$ cat config.mk
export PLATFORM = sky130hd
export DESIGN_NAME = regfile_rename
export DESIGN_NICKNAME = d
export VERILOG_FILES = /design/src/rtl/regfile_rename.sv
export SDC_FILE = /design/constraint.sdc
export NUM_CORES = 2
export LEC_CHECK = 0
export CAP_MARGIN = 20
export CORE_MARGIN = 2
export CORE_UTILIZATION = 25
export CTS_BUF_LIST = sky130_fd_sc_hd__clkbuf_4
export DETAILED_ROUTE_END_ITERATION = 8
export PLACE_DENSITY = 0.39
export SLEW_MARGIN = 0
export SYNTH_ARGS = -nofsm -noshare
export SYNTH_HDL_FRONTEND = slang
export SYNTH_SLANG_ARGS = --single-unit
$ cat constraint.sdc
create_clock -name clk_in -period 3.3 [get_ports clk_in]
set_clock_uncertainty 0.1 [all_clocks]
set_input_delay 0.33 -clock clk_in [delete_from_list [all_inputs] [get_ports clk_in]]
set_output_delay 0.33 -clock clk_in [all_outputs]
set_load 0.05 [all_outputs]
$ cat src/rtl/regfile_rename.sv
// Architectural register file with a register status table (busy bit + ROB tag per register).
// Decode renames destinations to ROB tags; ROB commit writes data and releases only a matching rename.
module regfile_rename #(
    parameter int DATA_W = 32,
    parameter int IDX_W  = 5,
    parameter int TAG_W  = 4,
    parameter int NREAD  = 2
) (
    input  logic                      clk_in,
    input  logic                      rst_in,
    input  logic                      rdy_in,
    input  logic                      flush_in,
    input  logic                      renameE_in,
    input  logic [IDX_W-1:0]          renameIdx_in,
    input  logic [TAG_W-1:0]          renameTag_in,
    input  logic                      commitE_in,
    input  logic [IDX_W-1:0]          commitIdx_in,
    input  logic [DATA_W-1:0]         commitData_in,
    input  logic [TAG_W-1:0]          commitTag_in,
    input  logic [NREAD*IDX_W-1:0]    rdIdx_in,
    output logic [NREAD*DATA_W-1:0]   rdData_out,
    output logic [NREAD-1:0]          rdBusy_out,
    output logic [NREAD*TAG_W-1:0]    rdTag_out
);

    localparam int NREG = 2 ** IDX_W;

    logic [DATA_W-1:0] data_q [NREG];
    logic [TAG_W-1:0]  tag_q  [NREG];
    logic [NREG-1:0]   busy_q;

    logic commit_valid;
    logic commit_release;
    logic rename_valid;

    // Entry 0 is never written, so x0 collapses to constants after reset.
    assign commit_valid   = commitE_in && (commitIdx_in != '0);
    assign commit_release = commit_valid && busy_q[commitIdx_in]
                            && (tag_q[commitIdx_in] == commitTag_in);
    assign rename_valid   = renameE_in && (renameIdx_in != '0) && !flush_in;

    // Later assignments take precedence: rename overrides commit release and flush.
    always_ff @(posedge clk_in) begin
        if (rst_in) begin
            for (int i = 0; i < NREG; i++) begin
                data_q[i] <= '0;
                tag_q[i]  <= '0;
            end
            busy_q <= '0;
        end else if (rdy_in) begin
            if (flush_in) begin
                busy_q <= '0;
            end
            if (commit_valid) begin
                data_q[commitIdx_in] <= commitData_in;
            end
            if (commit_release) begin
                busy_q[commitIdx_in] <= 1'b0;
            end
            if (rename_valid) begin
                busy_q[renameIdx_in] <= 1'b1;
                tag_q[renameIdx_in]  <= renameTag_in;
            end
        end
    end

    logic [IDX_W-1:0] rd_idx;

    // Reads see pre-update state except for a tag-matching commit, which is bypassed.
    always_comb begin
        rdData_out = '0;
        rdBusy_out = '0;
        rdTag_out  = '0;
        rd_idx     = '0;
        for (int p = 0; p < NREAD; p++) begin
            rd_idx = rdIdx_in[p*IDX_W +: IDX_W];
            if (!rst_in && (rd_idx != '0)) begin
                if (commit_release && (commitIdx_in == rd_idx)) begin
                    rdData_out[p*DATA_W +: DATA_W] = commitData_in;
                end else begin
                    rdData_out[p*DATA_W +: DATA_W] = data_q[rd_idx];
                    rdBusy_out[p]                  = busy_q[rd_idx];
                    if (busy_q[rd_idx]) begin
                        rdTag_out[p*TAG_W +: TAG_W] = tag_q[rd_idx];
                    end
                end
            end
        end
    end

endmodule

# Word-level counts from Yosys, hierarchy flattened
# Memories as Yosys holds them, arrays and structs flattened.
# Cells that the tools add are included.
# totals
register_bits	32
ram_bits	1152
output_inout_bits	74
wordCells	81
n_memories	2
# mem_list
memory	depth	word_bits	rd	rd_ports_with_merged_regs	wr	line	text
data_q	32	32	2	0	32	28	logic [DATA_W-1:0] data_q [NREG];
tag_q	32	4	3	0	32	29	logic [TAG_W-1:0] tag_q [NREG];
# classes
order_cmp	6
n_eq_ne	3
n_mux	47
n_bitwise	3
n_reduce_logical	19
# op_table
op	n
$mux W32	12
$and A32 B32 Y32	1
$not A32 Y32	1
$or A32 B32 Y32	1
$reduce_or A32 Y1	1
$mux W4	7
$lt A5 B6 Y1 const B	4
$mux W1	21
$reduce_bool A5 Y1	4
$bmux W1 S5	3
$logic_and A1 B1 Y1	11
$demux W1 S5	2
$eq A5 B5 Y1	2
$ge A5 B1 Y1 const B	2
$mux W5	2
$eq A4 B4 Y1	1
$reduce_or A4 Y1	1
$logic_not A1 Y1	2

# Depth between registers and ports, before layout
# logic_depth
depth_word	11
ltp_mapped	11
depth_no_buf	7

# Worst setup path before layout
# Ideal clock, no wire load.
# synth_path
path_type	in2out
start	input commitIdx_in[1]
end	output rdTag_out[0]
arrival_time_ps	3425
t_required_ps	2870
setup_slack_ps	-555
cell_stages	9
path_cell_list	buf_6 buf_6 mux2i_1 o22ai_1 or4_1 o21a_1 o22a_2 a41oi_2 nor2b_1
# synth_via
elab_chain_len	7
# synth_rtl
item	line	text
from (decl)	17	input logic [IDX_W-1:0] commitIdx_in,
parallel branches: the longest is 4 deep, another holds $mem_v2 Z32 W4	--	
$logic_and A1 B1 Y1 *	78	if (commit_release && (commitIdx_in == rd_idx)) begin
$mux W4 *	78	
$mux W4 *	77	if (!rst_in && (rd_idx != '0)) begin
to (decl)	23	output logic [NREAD*TAG_W-1:0] rdTag_out
# Mark *: on every way between the ends. The select of a mux whose other input is x is not followed.

==> out/qor.yml <==
r2r_cells: 12
timing.final.ws_setup_ps: -1410
cp_max_fo: 13
crit_buf_inv: 4
synth_area_leaders: "edfxtp_1 51%, mux4_2 25%, and2_1 9.6%, mux2i_1 2.3%, clkbuf_1 2.1%"
clkLatencyLatePin_ps: 1310
min_path_type: "input port to flip-flop"
drive_above_1_share: 0.427
max_freq_mhz: 212
num_vias: 44303
dp_cells: 8199
avgSynthCellArea_um2: 15.4
synth_top_cell_area_share: 0.514
ys_ff_latch: 1184
die_height_um: 523
grt_overflow_total: 0
slew_headroom: 0.376
cts.sinks: 1184
wl_per_cell_um: 31.3
post_dp_cell_area_um2: 78900
dieArea_um2: 273000
root_buffer: "clkbuf_4"
yosysWarnings: 0
hold-worst-slack_ps: 239
cp.depth: 11
grt_pass1_wl_mm: 383
rsz0062_at_grt: "yes"
p_per_area_nw_per_um2: 466
critPathLaunchType: "flip-flop"
crit_family: "compound AO/OA/AOI/OAI gates"
required_ps: 2870
htreeDepth: 5
drc: 0
path_clk_slew_ps: 60
clock_path_buffers: 4
initial_core_util: 0.251
synth_common_cells: "1,152 x edfxtp_1, 1,037 x and2_1, 736 x mux4_2, 374 x clkbuf_1, 152 x mux2i_1"
slowest_delay_ps: 570
detail-route-antenna-nets: 0
min_period_ps: 4710
synth_top_cell_by_area: "edfxtp_1"
finalNonFillerCells: 8893
drt-vias-per-instance: 4.98
ir_worst_vdd_uv: 204
hold_path_depth: 6
leakagePower_nw: 30.0
violations: "negative setup slack"
netlist_area_um2: 67300
pre_cts_ws_ps: -916
io_buffers: 139
syn_to_final_growth_pct: 26.5
slew_violations: 0
cts_tree: "done"
synthFlopType: "edfxtp_1"
antenna_found_initial: 26
synth-edff-count: 1152
drt_iter0_markers: 3468
rows: 190
critPathKind: "flip-flop to output port"
core_area_um2: 268000
synth.distinct_cells: 61
end_kind: "output port"
syn_inst: 4369
grt_use_total: 0.201
fin_nets: 5160
setup_viol: 74
p_total_mw: 39.7
io_pins: 140
dp_hpwl_mm: 183
maxCapViolCount: 0
crit_slowest_cell: "or4_4"
cp.arrival_ps: 4280
path_cells: "mux2i_2 -> o22ai_1 -> or4_4 -> o21a_1 -> o22ai_4 -> buf_12 -> buf_12 -> o41ai_2 -> a21oi_1 -> buf_4 -> buf_12"
grt_max_degree: 65
post-route-period-util: 1.43
status: "complete, but fails checks"
place_congestion: 0.852
worstMarginPinSlew_ps: 934
routed_wl_mm: 278
cts_made_buffers: 373
drt_first_pass_iters: 5
fin_area_um2: 85200
grt_pass1_vias: 46652
synth_most_common_cell: "edfxtp_1"
seq_area_frac_synth: 0.523
die_x_um: 523
async_flop_share: 0
cp_common_cell: "buf_12"
finalHoldViolCount: 0
-- final cells by class --
type | instances | area, um2
clock inverter | 74 | 453
sequential | 1184 | 35200
multi-input combinational | 2706 | 31400
antenna | 16 | 40.0
fill | 26255 | 183000
clock buffer | 532 | 3990
tap | 3552 | 4440
timing repair buffer | 811 | 9530
inverter | 18 | 77.6
-- where the power goes --
part	internal [mW]	total, mW	switching (mW)
combinational	3.38	7.36	3.98
clock	7.75	14.7	6.91
sequential	17.3	17.7	0.420
-- routing by layer --
layer,share of wire,vias up,GRT usage
met5,0.000040,-,0
met4,0.031,2,0.0598
met3,0.047,430,0.0312
met2,0.50,1431,0.342
met1,0.43,23634,0.264
li1,-,18806,-
-- cells in the final DEF, fill, tap and decap left out, drive strengths merged, types with 6 or more instances in the layout --
master         netlist  routed
o221ai              10      10
bufinv               0       6
clkdlybuf4s50        0      51
or4                  7       7
nand2               19      19
o21ai               24      24
and2              1037    1037
or2                 62      62
nor4b               11      11
nor2b               25      25
xnor2                6       6
edfxtp            1152    1152
or3b                 7       7
a21o                20      20
mux4               736     736
clkbuf             374     537
diode                0      16
mux2i              152     152
or4bb                6       6
o41ai               91      91
dfxtp               32      32
nand2b              83      83
buf                122     714
a21oi               83      83
nor4                 6       6
and3                81      81
clkinv               0      66
conb                 1      36
o22ai               53      53
nand3                8       8
nor3                10      10
nor2                71      71
inv                 18      18
dlygate4sd3          0      41
nor3b               20      20
-- worst register-to-register path: stages (launching register included) --
cell	delay [ps]
edfxtp_1	460
mux2i_1	260
buf_4	160
o22ai_1	80
nor4_2	330
a21boi_1	140
buf_4	170
o21ai_4	270
buf_12	170
buf_16	250
buf_8	250
nor4b_1	80
o41ai_1	260
-- registers in the layout, summed over array words and instances (netlist names) --
signal	flops
data_q	1024
tag_q	128
busy_q	32
-- timing repair --
action                                 in CTS  in global routing
cloned                                      3                  7
resized for setup                          73                 58
buffers inserted                            7                 14
setup endpoints to repair                  74                 84
pin swaps                                  16                 24
endpoints found under the hold margin    1667                  0
hold buffers                               41                  0
-- path summary, 6_finish.rpt --
check | startpoint | to | slack, ps
max | tag_q[17][0] | rdData_out[8] | -1410
min | commitTag_in[3] | busy_q[10] | 240
max reg2reg | tag_q[23][1] | busy_q[28] | 160
min reg2reg | busy_q[0] | busy_q[0] | 390
-- metrics by stage --
step	utilization	setup TNS, ps
3_5_place_dp	0.294	-66660
3_3_place_gp	0.294	-63460
5_1_grt	0.318	-113310
2_1_floorplan	-	-8020
6_report	0.318	-98600
4_1_cts	0.315	-112000
-- logic make-up (layout without fill, tap and decap cells) --
| logic type | count (synthesis) | in the layout | share of synthesized area |
|---|---|---|---|
| AOI/OAI and AO/OA | 293 | 293 | 0.0376 |
| muxes | 888 | 888 | 0.269 |
| xor gates and xnor gates | 10 | 10 | 0.00130 |
| DFF | 1184 | 1184 | 0.523 |
| other | 1 | 52 | 0.0000557 |
| buffers and inverters | 514 | 1435 | 0.0312 |
| and+or+nand+nor | 1479 | 1479 | 0.137 |
No activity file was read; power rests on OpenSTA's default activity.
